### src/rtl/match_pkg.sv
// match_pkg: state encoding, winner codes and counter sizing shared by match_ctrl.
package match_pkg;
   typedef enum logic [3:0] {
      IDLE, CLEAR, ROUND_START, PLAY, SETTLE, AWARD, CHECK, INTER, MATCH_OVER
   } state_t;
   localparam logic [1:0] WIN_NONE = 2'b00;
   localparam logic [1:0] WIN_P1   = 2'b01;
   localparam logic [1:0] WIN_P2   = 2'b10;
   // 3-bit debug codes; AWARD and CHECK share a code as they are back-to-back single cycles
   function automatic logic [2:0] dbg_code(input state_t s);
      logic [2:0] c;
      case (s)
         CLEAR:       c = 3'd1;
         ROUND_START: c = 3'd2;
         PLAY:        c = 3'd3;
         SETTLE:      c = 3'd4;
         AWARD:       c = 3'd5;
         CHECK:       c = 3'd5;
         INTER:       c = 3'd6;
         MATCH_OVER:  c = 3'd7;
         default:     c = 3'd0;
      endcase
      return c;
   endfunction
   function automatic int cnt_width(input int a, input int b, input int c);
      int m;
      m = a > b ? a : b;
      m = m > c ? m : c;
      return m > 1 ? $clog2(m) : 1;
   endfunction
endpackage

### src/rtl/cycle_counter.sv
// cycle_counter: loadable down-counter that stops at zero; done is high while the count is zero.
module cycle_counter #(
   parameter int W = 4
) (
   input  logic         Clk,
   input  logic         Reset_n,
   input  logic         load,
   input  logic         en,
   input  logic [W-1:0] load_val,
   output logic         done
);
   logic [W-1:0] cnt;
   always_ff @(posedge Clk or negedge Reset_n) begin
      if (!Reset_n) cnt <= '0;
      else if (load) cnt <= load_val;
      else if (en && cnt != '0) cnt <= cnt - 1'b1;
   end
   assign done = cnt == '0;
endmodule

### src/rtl/match_ctrl.sv
// match_ctrl: round/match sequencer driving the score counter from player-death events.
// Define MATCH_CTRL_TIMEOUT_EN to end idle rounds as a draw after ROUND_CYCLES.
module match_ctrl
   import match_pkg::*;
#(
   parameter logic [7:0] WIN_SCORE     = 8'h05,
   parameter int         SETTLE_CYCLES = 16,
   parameter int         INTER_CYCLES  = 1024,
   parameter int         ROUND_CYCLES  = 2**20
) (
   input  logic       Clk,
   input  logic       Reset_n,
   input  logic       start,
   input  logic       p1_dead,
   input  logic       p2_dead,
   input  logic [7:0] p1score,
   input  logic [7:0] p2score,
   output logic       p1gain,
   output logic       p2gain,
   output logic       score_clr,
   output logic       round_reset,
   output logic       round_active,
   output logic [1:0] winner,
   output logic [2:0] state_dbg
);
   localparam int CW = cnt_width(SETTLE_CYCLES, INTER_CYCLES, ROUND_CYCLES);
   state_t state, nxt;
   logic d1, d2, d1_nx, d2_nx, sampling;
   logic cnt_load, cnt_en, cnt_done;
   logic [CW-1:0] cnt_val;
   logic p1gain_nx, p2gain_nx, score_clr_nx, round_reset_nx, round_active_nx;
   logic [1:0] winner_nx;
   logic [2:0] dbg_nx;

   cycle_counter #(.W(CW)) u_cnt (
      .Clk     (Clk),
      .Reset_n (Reset_n),
      .load    (cnt_load),
      .en      (cnt_en),
      .load_val(cnt_val),
      .done    (cnt_done)
   );

   always_ff @(posedge Clk or negedge Reset_n) begin
      if (!Reset_n) begin
         state        <= IDLE;
         d1           <= 1'b0;
         d2           <= 1'b0;
         p1gain       <= 1'b0;
         p2gain       <= 1'b0;
         score_clr    <= 1'b0;
         round_reset  <= 1'b0;
         round_active <= 1'b0;
         winner       <= WIN_NONE;
         state_dbg    <= 3'd0;
      end else begin
         state        <= nxt;
         d1           <= d1_nx;
         d2           <= d2_nx;
         p1gain       <= p1gain_nx;
         p2gain       <= p2gain_nx;
         score_clr    <= score_clr_nx;
         round_reset  <= round_reset_nx;
         round_active <= round_active_nx;
         winner       <= winner_nx;
         state_dbg    <= dbg_nx;
      end
   end

   always_comb begin
      nxt = state;
      case (state)
         IDLE:        if (start) nxt = CLEAR;
         CLEAR:       nxt = ROUND_START;
         ROUND_START: nxt = PLAY;
`ifdef MATCH_CTRL_TIMEOUT_EN
         PLAY:        nxt = (p1_dead | p2_dead) ? SETTLE : cnt_done ? AWARD : PLAY;
`else
         PLAY:        if (p1_dead | p2_dead) nxt = SETTLE;
`endif
         SETTLE:      if (cnt_done) nxt = AWARD;
         AWARD:       nxt = CHECK;
         CHECK:       nxt = (p1score >= WIN_SCORE || p2score >= WIN_SCORE) ? MATCH_OVER : INTER;
         INTER:       if (cnt_done) nxt = ROUND_START;
         MATCH_OVER:  if (start) nxt = CLEAR;
         default:     nxt = IDLE;
      endcase
   end

   // outputs are decoded from the next state so the registered copies line up with it
   always_comb begin
      sampling        = state == PLAY || state == SETTLE;
      d1_nx           = state == ROUND_START ? 1'b0 : d1 | (sampling & p1_dead);
      d2_nx           = state == ROUND_START ? 1'b0 : d2 | (sampling & p2_dead);
      p1gain_nx       = nxt == AWARD && d2_nx && !d1_nx;
      p2gain_nx       = nxt == AWARD && d1_nx && !d2_nx;
      score_clr_nx    = nxt == CLEAR;
      round_reset_nx  = nxt == ROUND_START;
      round_active_nx = nxt == PLAY || nxt == SETTLE;
      winner_nx       = nxt == CLEAR ? WIN_NONE :
                        (state == CHECK && nxt == MATCH_OVER) ? (p1score >= WIN_SCORE ? WIN_P1 : WIN_P2) :
                        winner;
      dbg_nx          = dbg_code(nxt);
      cnt_val         = nxt == SETTLE ? CW'(SETTLE_CYCLES - 1) :
                        nxt == INTER  ? CW'(INTER_CYCLES - 1)  : CW'(ROUND_CYCLES - 1);
`ifdef MATCH_CTRL_TIMEOUT_EN
      cnt_load        = (state == PLAY && nxt == SETTLE) || (state == CHECK && nxt == INTER) ||
                        (state == ROUND_START);
      cnt_en          = state == SETTLE || state == INTER || state == PLAY;
`else
      cnt_load        = (state == PLAY && nxt == SETTLE) || (state == CHECK && nxt == INTER);
      cnt_en          = state == SETTLE || state == INTER;
`endif
   end
endmodule

### config.mk
export PLATFORM = sky130hd
export DESIGN_NAME = match_ctrl
export DESIGN_NICKNAME = d
export VERILOG_FILES = /design/src/rtl/match_pkg.sv /design/src/rtl/cycle_counter.sv /design/src/rtl/match_ctrl.sv
export SDC_FILE = /design/constraint.sdc
export NUM_CORES = 1
export LEC_CHECK = 0
export CAP_MARGIN = 20
export CORE_UTILIZATION = 35
export CTS_CLUSTER_SIZE = 20
export DETAILED_ROUTE_END_ITERATION = 10
export PLACE_DENSITY_LB_ADDON = 0.2
export SYNTH_ARGS = -nofsm -noshare
export SYNTH_HDL_FRONTEND = slang
export SYNTH_SLANG_ARGS = --single-unit
export TNS_END_PERCENT = 30
### constraint.sdc
create_clock -name Clk -period 6.34 [get_ports Clk]
set_input_delay 0.634 -clock Clk [delete_from_list [all_inputs] [get_ports Clk]]
set_output_delay 0.634 -clock Clk [all_outputs]
set_load 0.1 [all_outputs]
==> impl_summary.md, run 1 <==
Floorplan
The overall die area is 5790 sq um. The number of placement rows is 26. 31 I/O pins were placed.

The die height is 76.1 um. The core region is 5200 sq um. The effective utilization at floorplan is 36.9%. The die width is 76.1 um.

Yosys
Yosys mapped a number of flops with a built-in enable equal to 0. The cell count after synthesis came out at 198. The share of the Yosys chip area taken by registers is 46.9%. Yosys attributes the largest share of cell area to sky130_fd_sc_hd__dfrtp_1 (47%), sky130_fd_sc_hd__nor2_1 (6.3%), sky130_fd_sc_hd__xnor2_1 (5.5%). During synthesis, Yosys emitted a total of 0 warnings. The flop and latch count out of synthesis is 36. Summed over all instances, the cell type with the most area after synthesis is sky130_fd_sc_hd__dfrtp_1.

The average cell area after synthesis is 9.71 sq um. The net count after synthesis is 224. After synthesis the cells add up to 1920 sq um. The number of different library cells in the post-synthesis netlist is 41. Among all flip-flop cells after synthesis, the most frequent one is sky130_fd_sc_hd__dfrtp_1. The synthesized design devotes to its leading area cell type 46.9% of total area.

In the synthesized netlist the async set-or-reset flop fraction comes to 100%.

Critical path
The standard cell with the maximum stage delay on the critical path is sky130_fd_sc_hd__or4_4. The largest single stage delay on the critical path is 0.56 ns. Grouping stages by cell kind, the critical path spends the most delay in simple AND/OR/NAND/NOR gates. At the worst endpoint, the arrival time is 3.54 ns. The worst register-to-register path begins at u_cnt.cnt[5]. The most critical setup path has its startpoint at u_cnt.cnt[5]. The signal on the critical path passes through or4_4 -> or4_4 -> or2_2 -> nand2_1 -> o21ai_0 -> a21oi_1 -> ha_1 -> nand2_1 -> o21ai_0 -> and4_4 -> o21ai_0. Along the worst path, the maximum fanout reaches 20. By startpoint and endpoint, the worst setup path is classified as register to register. The cell that appears most often on the critical path is sky130_fd_sc_hd__o21ai_0. Counting buffers and inverters, the worst setup path is 11 cells deep. The length in cells of the worst reg-to-reg path is 11. The capture point of the worst reg-to-reg path is u_cnt.cnt[4]. The worst setup path is captured at a register. The worst setup path is launched from a register. The register-to-register path setup slack is 2.95 ns. For the worst setup path, the data required time is 6.49 ns. The combined buffer and inverter count along the critical path is 0.

Detailed routing
The via count of the routed design is 1475. The via-per-instance ratio is 4.92. The number of iterations in the first detailed-routing pass is 4.

The wire length per cell is 12.5 um. The aggregate routed wire length is 3.75 mm. The first routing iteration left 89 violations. The number of routed nets with antenna violations is 0. The total DRC errors in the routed layout is 0.

Timing
Setup violations remaining at the end of the flow were counted as 0. The worst path needs 3.39 ns of the cycle, external delays included. Based on the critical path, the design can be clocked at up to 0.295 GHz. Across the routed clock network, the largest skew measured is 0.00365 ns. The final number of max-transition violations was 0.

In the post-route analysis, the smallest setup slack over all paths is 2.95 ns. The hold violation count in the final report is 0. After routing, the total negative slack on setup checks comes to 0 ns. The fraction of the cycle the final worst path needs is 53.5%. The worst pin sits at a relative slew slack of 35.0%. For the pin with the worst max-slew slack, the measured transition is 0.971 ns.

Setup repair after global routing left no endpoint under its margin.

Clock network
Once the clock tree was built, the setup fixing pass inserted 0 buffers. Buffers inserted to repair hold after CTS numbered 0. The clock passes through at most 2 buffers. The clock-pin slew on the worst setup and hold paths is 0.07 ns.

The number of gates resized after CTS was 0. The root buffer selected by CTS is sky130_fd_sc_hd__clkbuf_8. The TritonCTS clock tree is built. Buffers inserted during clock tree synthesis total 5. The clock sink count is 36. The clock latency on the worst-skew pair is 0.28 ns.

The H-tree depth reported by CTS is 2.

Cells and area
The filler cell count is 528. For this run, the share of the core covered by cells in the final layout is 45.1%. The area growth from synthesis to layout is 22.1%.

The net count of the finished layout is 256. The repair_antennas step left the layout with diodes totalling 0. Of the cells placed in the final design, the portion with a size suffix greater than 1 is 7.39%. The finished cells cover 2350 sq um. Summing all multi-input logic gate instances after layout gives 960 sq um. The number of standard cells in the final layout excluding fillers is 300. The total area of sequential cells is 901 sq um.

Hold path
In this run the worst hold path is classified as primary input to async pin.

GRT
The global-route wire length before repair is 6.64 mm. The global-route usage over all layers is 14.3%. The sum of overflow across all layers after global routing is 0. The initial antenna violation count is 0.

The pin count of the biggest net entering global routing is 37. The number of global-route vias before repair is 1477.

Power
The worst-case IR drop observed on VDD is 0.000144 V. The leakage power is 0.918 nW. The total power divided by cell area is 472 nW/um^2.

Status
The flow ran to the end, and the final reports show no timing, DRC or antenna violations.

Placed design
The weighted congestion reported at the end of routability-driven placement is 0.792. The pre-CTS setup slack is 2.93 ns. Counting tap cells, the placed design contains a total of 293 instances. The count of buffers from port buffering is 30. The instance area after placement is 2270 sq um.

Detailed placement ended at an HPWL of 2.69 mm.

Run
Across the run, the number of max-cap violations was 0.
## per-layer routing
metal / up-vias / share of wire [%] / track usage (%)
met2: 32 / 46 / 23.1
met1: 687 / 49 / 18.0
met3: 6 / 3.8 / 4.07
li1: 750 / - / -
met5: - / 0 / 0
met4: 0 / 1.6 / 5.77
## power by group
part | leakage [nW] | switching [W] | internal, W
Sequential | 0.433 | 0.0000875 | 0.000330
Combinational | 0.444 | 0.000340 | 0.000197
Clock | 0.0410 | 0.0000777 | 0.0000747
Total | 0.918 | 0.000506 | 0.000602
## worst register-to-register path, stage by stage, from the launching register on
cell	delay (ns)
sky130_fd_sc_hd__dfrtp_1	0.42
sky130_fd_sc_hd__or4_4	0.56
sky130_fd_sc_hd__or4_4	0.56
sky130_fd_sc_hd__or2_2	0.33
sky130_fd_sc_hd__nand2_1	0.06
sky130_fd_sc_hd__o21ai_0	0.10
sky130_fd_sc_hd__a21oi_1	0.24
sky130_fd_sc_hd__ha_1	0.32
sky130_fd_sc_hd__nand2_1	0.08
sky130_fd_sc_hd__o21ai_0	0.08
sky130_fd_sc_hd__and4_4	0.39
sky130_fd_sc_hd__o21ai_0	0.13
## cell type report
class                           instances  area share, %
Multi-Input combinational cell        150           40.9
Sequential cell                        36           38.4
Timing Repair Buffer                   30           12.6
Tap cell                               70           3.73
Clock buffer                            6           3.09
Inverter                                7           1.12
Clock inverter                          1          0.213
## state kept, by name, indices dropped and copies added, names as in the netlist
name and count:
d1 1, d2 1, state 4, round_reset 1, round_active 1, winner 2, score_clr 1, u_cnt.cnt 20
p1gain 1, state_dbg 3, p2gain 1
## through the flow
stage / power [W] / hold WS (ns)
after global placement: 0.000959 / 0.480
final: 0.00111 / 0.433
after CTS: 0.00112 / 0.467
after global routing: 0.00120 / 0.502
after floorplan: 0.000825 / 0.338
after detailed placement: 0.000958 / 0.491
## kinds of logic (layout without fill, tap and decap cells)
logic type	count (synthesis)	after routing	share of synthesized area (%)
buffers and inverters	12	44	3.19
AO/OA/AOI/OAI	33	33	11.9
flip-flops	36	36	46.9
AND/OR/NAND/NOR	93	93	26.2
adder cells (fa/ha/maj)	5	5	3.26
XOR/XNOR	19	19	8.66
## worst max-delay path by stage
stage                               to  slack [ns]
after floorplan           u_cnt.cnt[1]        3.14
after global placement    u_cnt.cnt[4]        2.95
after detailed placement  u_cnt.cnt[6]        2.93
after CTS                 u_cnt.cnt[6]        2.95
after global routing      u_cnt.cnt[4]        2.71
final                     u_cnt.cnt[4]        2.95
## synth_stat cells, drive strengths merged (2+ instances only)
master  count
a21oi       6
nor2b       3
o211ai      3
or3         4
nand2       8
xor2        7
nor3b       3
nor3        6
dfrtp      36
ha          5
clkbuf      2
inv         7
or4         7
xnor2      12
o21ai      16
nand2b      8
and3b       2
buf         3
or2         4
nor2       32
nand3       4
nor4        5
and3        2
## cell usage in the layout (no fill, tap or decap), types with 2 or more instances in the layout
master                            synthesis  layout
sky130_fd_sc_hd__and3_1                   2       2
sky130_fd_sc_hd__nand2_1                  8       8
sky130_fd_sc_hd__o21ai_0                 14      14
sky130_fd_sc_hd__or2_2                    4       4
sky130_fd_sc_hd__nor4_1                   5       5
sky130_fd_sc_hd__dfrtp_1                 36      36
sky130_fd_sc_hd__a21oi_1                  6       6
sky130_fd_sc_hd__and3b_1                  2       2
sky130_fd_sc_hd__xor2_1                   7       7
sky130_fd_sc_hd__or4_1                    5       5
sky130_fd_sc_hd__o211ai_1                 2       2
sky130_fd_sc_hd__or3_1                    4       4
sky130_fd_sc_hd__ha_1                     5       5
sky130_fd_sc_hd__nor3b_1                  3       3
sky130_fd_sc_hd__xnor2_1                 12      12
sky130_fd_sc_hd__nand2b_1                 8       8
sky130_fd_sc_hd__nand3_1                  4       4
sky130_fd_sc_hd__nor2b_1                  3       3
sky130_fd_sc_hd__inv_1                    7       7
sky130_fd_sc_hd__clkdlybuf4s50_1          0      29
sky130_fd_sc_hd__clkbuf_8                 0       5
sky130_fd_sc_hd__nor3_1                   6       6
sky130_fd_sc_hd__nor2_1                  32      32
sky130_fd_sc_hd__or4_4                    2       2
(Power assumes the default switching activity.)
==> inputs of run 2 (changes only) <==
clock period = 3 ns   (was 6.34 ns; I/O delays follow)
==> run 2 against run 1 <==
Final cell count is 6.3% higher; hold slack worse by 0.33 ns; design area is 9.5% higher; total power is 140% higher; clock power grew to 2.8 times the previous value; first-iteration DRC count is 3.4% higher; clock-buffer cell count stayed put; critical path type unchanged; largest power group unchanged.
==> impl_summary.md, run 2 (same netlist as run 1, synthesis figures left out) <==
Status
Result of the run: completed (unchanged).

Floorplan
The overall die area is 5790 sq um (unchanged). The die height came to 76.1 um (unchanged). The area of the core is 5200 sq um (unchanged). The die width is 76.1 um (unchanged). The top-level I/O count is 31 (unchanged). The number of placement rows came to 26 (unchanged). The effective utilization at floorplan is 36.9% (unchanged).

Cells and area
Most used cells in the layout excluding fill and tap cells: sky130_fd_sc_hd__dfrtp_1 (36), sky130_fd_sc_hd__nor2_1 (32), sky130_fd_sc_hd__clkdlybuf4s50_1 (27) (was sky130_fd_sc_hd__dfrtp_1 (36), sky130_fd_sc_hd__nor2_1 (32), sky130_fd_sc_hd__clkdlybuf4s50_1 (29)). The flip-flop count of the largest register after layout came to 20 (unchanged). The fraction of final layout cells with drive strength greater than 1 is 19.7% (was 7.39%). The most common cell after layout, fill and taps aside is sky130_fd_sc_hd__dfrtp_1 (unchanged). Largest registers in the final layout: u_cnt.cnt: 20 flops, state: 4 flops, state_dbg: 3 flops (unchanged). The top register by number of flip-flops is u_cnt.cnt (unchanged). The post-synthesis to final-layout area growth is 33.7% (was 22.1%). The summed area of non-filler cells in the final layout came to 2570 sq um (was 2350 sq um).

The filler cell count came to 491 (was 528). The diode insertion count for antenna repair is 0 (unchanged). The layout net count was 274 (was 256). The number of standard cells in the final layout excluding fillers is 319 (was 300).

Placed design
The weighted congestion reported at the end of routability-driven placement is 0.876 (was 0.792). The sum of net half-perimeters after detailed placement came to 2.89 mm (was 2.69 mm). The placed instance count is 304 (was 293). The pre-CTS setup slack is -0.0579 ns (was 2.93 ns).

The instance area after placement is 2350 sq um (was 2270 sq um). The count of buffers from port buffering is 30 (unchanged).

Hold path
The worst min-delay path category is primary input to async pin (unchanged).

Clock network
The clock-pin slew on the worst setup and hold paths is 0.07 ns (about the same). The root buffer selected by CTS is sky130_fd_sc_hd__clkbuf_8 (unchanged). The clock latency on the worst-skew pair is 0.29 ns (was 0.28 ns). The TritonCTS clock tree is built (unchanged). The H-tree depth reported by CTS came to 2 (unchanged). The clock sink count is 36 (unchanged). The clock buffer count from CTS is 5 (unchanged). The number of hold buffers added after cts came to 0 (unchanged). The buffer depth of the longest clock path is 2 (unchanged).

Timing
The maximum clock skew at final layout is 0.00654 ns (was 0.00365 ns). The final critical-path required period is 2.98 ns (was 3.39 ns). The highest clock rate is 0.335 GHz (was 0.295 GHz). The worst setup margin was 0.0160 ns (was 2.95 ns). The normalized max-slew margin was 35.5% (was 35.0%). Unrepaired setup endpoints after global routing: yes (was no). The fraction of the cycle the final worst path needs is 99.5% (was 53.5%).

The final number of max-transition violations is 0 (unchanged). The actual slew at the worst max-slew pin is 0.965 ns (was 0.971 ns). The final number of setup-violating endpoints was 0 (unchanged). The hold violation count in the final report is 0 (unchanged).

Critical path
The standard cell with the maximum stage delay on the critical path was sky130_fd_sc_hd__or4_4 (unchanged). The critical path startpoint category is a register (unchanged). The required time at the worst-slack endpoint is 3.18 ns (was 6.49 ns).

The capturing element type of the critical path is a register (unchanged). The cell class contributing the biggest share of worst-path delay is simple AND/OR/NAND/NOR gates (unchanged). CP cell instances: or4_4 -> or4_4 -> or2_4 -> o21ai_4 -> a21o_1 -> ha_2 -> inv_2 -> o21ai_4 -> and4_4 -> o21ai_1 (was or4_4 -> or4_4 -> or2_2 -> nand2_1 -> o21ai_0 -> a21oi_1 -> ha_1 -> nand2_1 -> o21ai_0 -> and4_4 -> o21ai_0). The signal arrival time at the worst endpoint came to 3.16 ns (was 3.54 ns). The capture point of the worst reg-to-reg path is u_cnt.cnt[9] (was u_cnt.cnt[4]). The type of the worst setup path is register to register (unchanged). The maximum fanout encountered on the critical timing path is 5 (was 20). The combined buffer and inverter count along the critical path is 1 (was 0). The delay of the slowest cell on the worst path is 0.54 ns (was 0.56 ns). The length in cells of the worst reg-to-reg path came to 10 (was 11).

The register-to-register path setup slack is 0.02 ns (was 2.95 ns). The source of the worst register-to-register timing path is u_cnt.cnt[5] (unchanged).

Detailed routing
The via-per-instance ratio came to 5.01 (was 4.92). The starting DRC count in detailed routing is 92 (was 89). The total DRC errors in the routed layout came to 0 (unchanged). The via count of the routed design was 1599 (was 1475). The aggregate routed wire length is 4.25 mm (was 3.75 mm). The number of iterations in the first detailed-routing pass is 4 (unchanged). The number of routed nets with antenna violations is 0 (unchanged). The wire length per cell is 13.3 um (was 12.5 um).

GRT
The global-route usage over all layers is 16.1% (was 14.3%). The met2 track demand over resource in global routing is 26.1% (was 23.1%). The initial antenna violation count is 0 (unchanged). The sum of overflow across all layers after global routing is 0 (unchanged). The global-route wire length before repair is 7.34 mm (was 6.64 mm). The fraction of met3 tracks used by global routing was 3.95% (was 4.07%).

The number of global-route vias before repair is 1579 (was 1477). The most used routing layer is met2 (unchanged). The met1 usage is 20.9% (was 18.0%). The pin count of the biggest net entering global routing is 37 (unchanged).

Run
The count of maximum capacitance violations was 0 (unchanged).

Power
The leakage power was 1.03 nW (was 0.918 nW). The worst-case vdd ir drop is 0.000390 V (was 0.000144 V). The total power divided by cell area is 1050 nW/um^2 (was 472 nW/um^2).
==> run 2: cell types whose count changed in the layout (fill, tap and decap cells not counted), moves of 2 or more <==
cell                              delta
sky130_fd_sc_hd__o21ai_1             +2
sky130_fd_sc_hd__clkdlybuf4s50_1     -2
sky130_fd_sc_hd__buf_4              +17
sky130_fd_sc_hd__o21ai_0             -8
sky130_fd_sc_hd__o21ai_2             +4
sky130_fd_sc_hd__ha_2                +2
sky130_fd_sc_hd__and4_4              +3
sky130_fd_sc_hd__o21ai_4             +2
sky130_fd_sc_hd__ha_1                -2
==> run 2: how the worst max path moves through the flow <==
| stage | startpoint | end | cells past startpoint | slack, ns |
|---|---|---|---|---|
| 2_1_floorplan | u_cnt.cnt[6] | u_cnt.cnt[1] | 13 | 0.001 |
| 3_3_place_gp | u_cnt.cnt[8] | u_cnt.cnt[5] | 10 | 0.02 |
| 3_5_place_dp | u_cnt.cnt[8] | u_cnt.cnt[5] | 10 | -0.06 |
| 4_1_cts | u_cnt.cnt[8] | u_cnt.cnt[1] | 11 | 0.03 |
| 5_1_grt | u_cnt.cnt[5] | u_cnt.cnt[9] | 10 | -0.06 |
| 6_report | u_cnt.cnt[5] | u_cnt.cnt[9] | 10 | 0.02 |
==> run 2: metrics by stage <==
step                power, W  TNS, ns  utilization [%]  hold WS, ns
floorplan            0.00175        0                -      0.00441
global placement     0.00214        0             45.2        0.445
detailed placement   0.00215   -0.313             45.2        0.465
CTS                  0.00264        0             48.2        0.134
global route         0.00289   -0.568             49.4        0.165
finish               0.00269        0             49.4        0.106
==> run 2: cell type report <==
class	instances	area, sq um	area share, %
sequential	36	901	35.1
multi-input combinational	153	1040	40.7
inverter	7	26.3	1.02
clock buffer	6	72.6	2.82
timing repair buffer	45	403	15.7
tap	70	87.6	3.41
clock inverter	2	35.0	1.36
==> run 2: report_power, final <==
group	leakage (nW)	internal [W]	switching, W
Sequential	0.433	0.000696	0.000191
Clock	0.0552	0.000246	0.000172
Combinational	0.541	0.000564	0.000823
==> run 2: layer usage <==
metal	up-vias	wire length, um
li1	802	-
met1	748	1980
met2	41	2010
met3	8	195
met4	0	70
met5	-	0
==> run 2: timing repair <==
item	CTS	global route
setup endpoints to repair	6	22
pin swaps	3	13
cloned	3	0
setup buffers	0	4
resized for setup	5	15
endpoints found under the hold margin	0	0
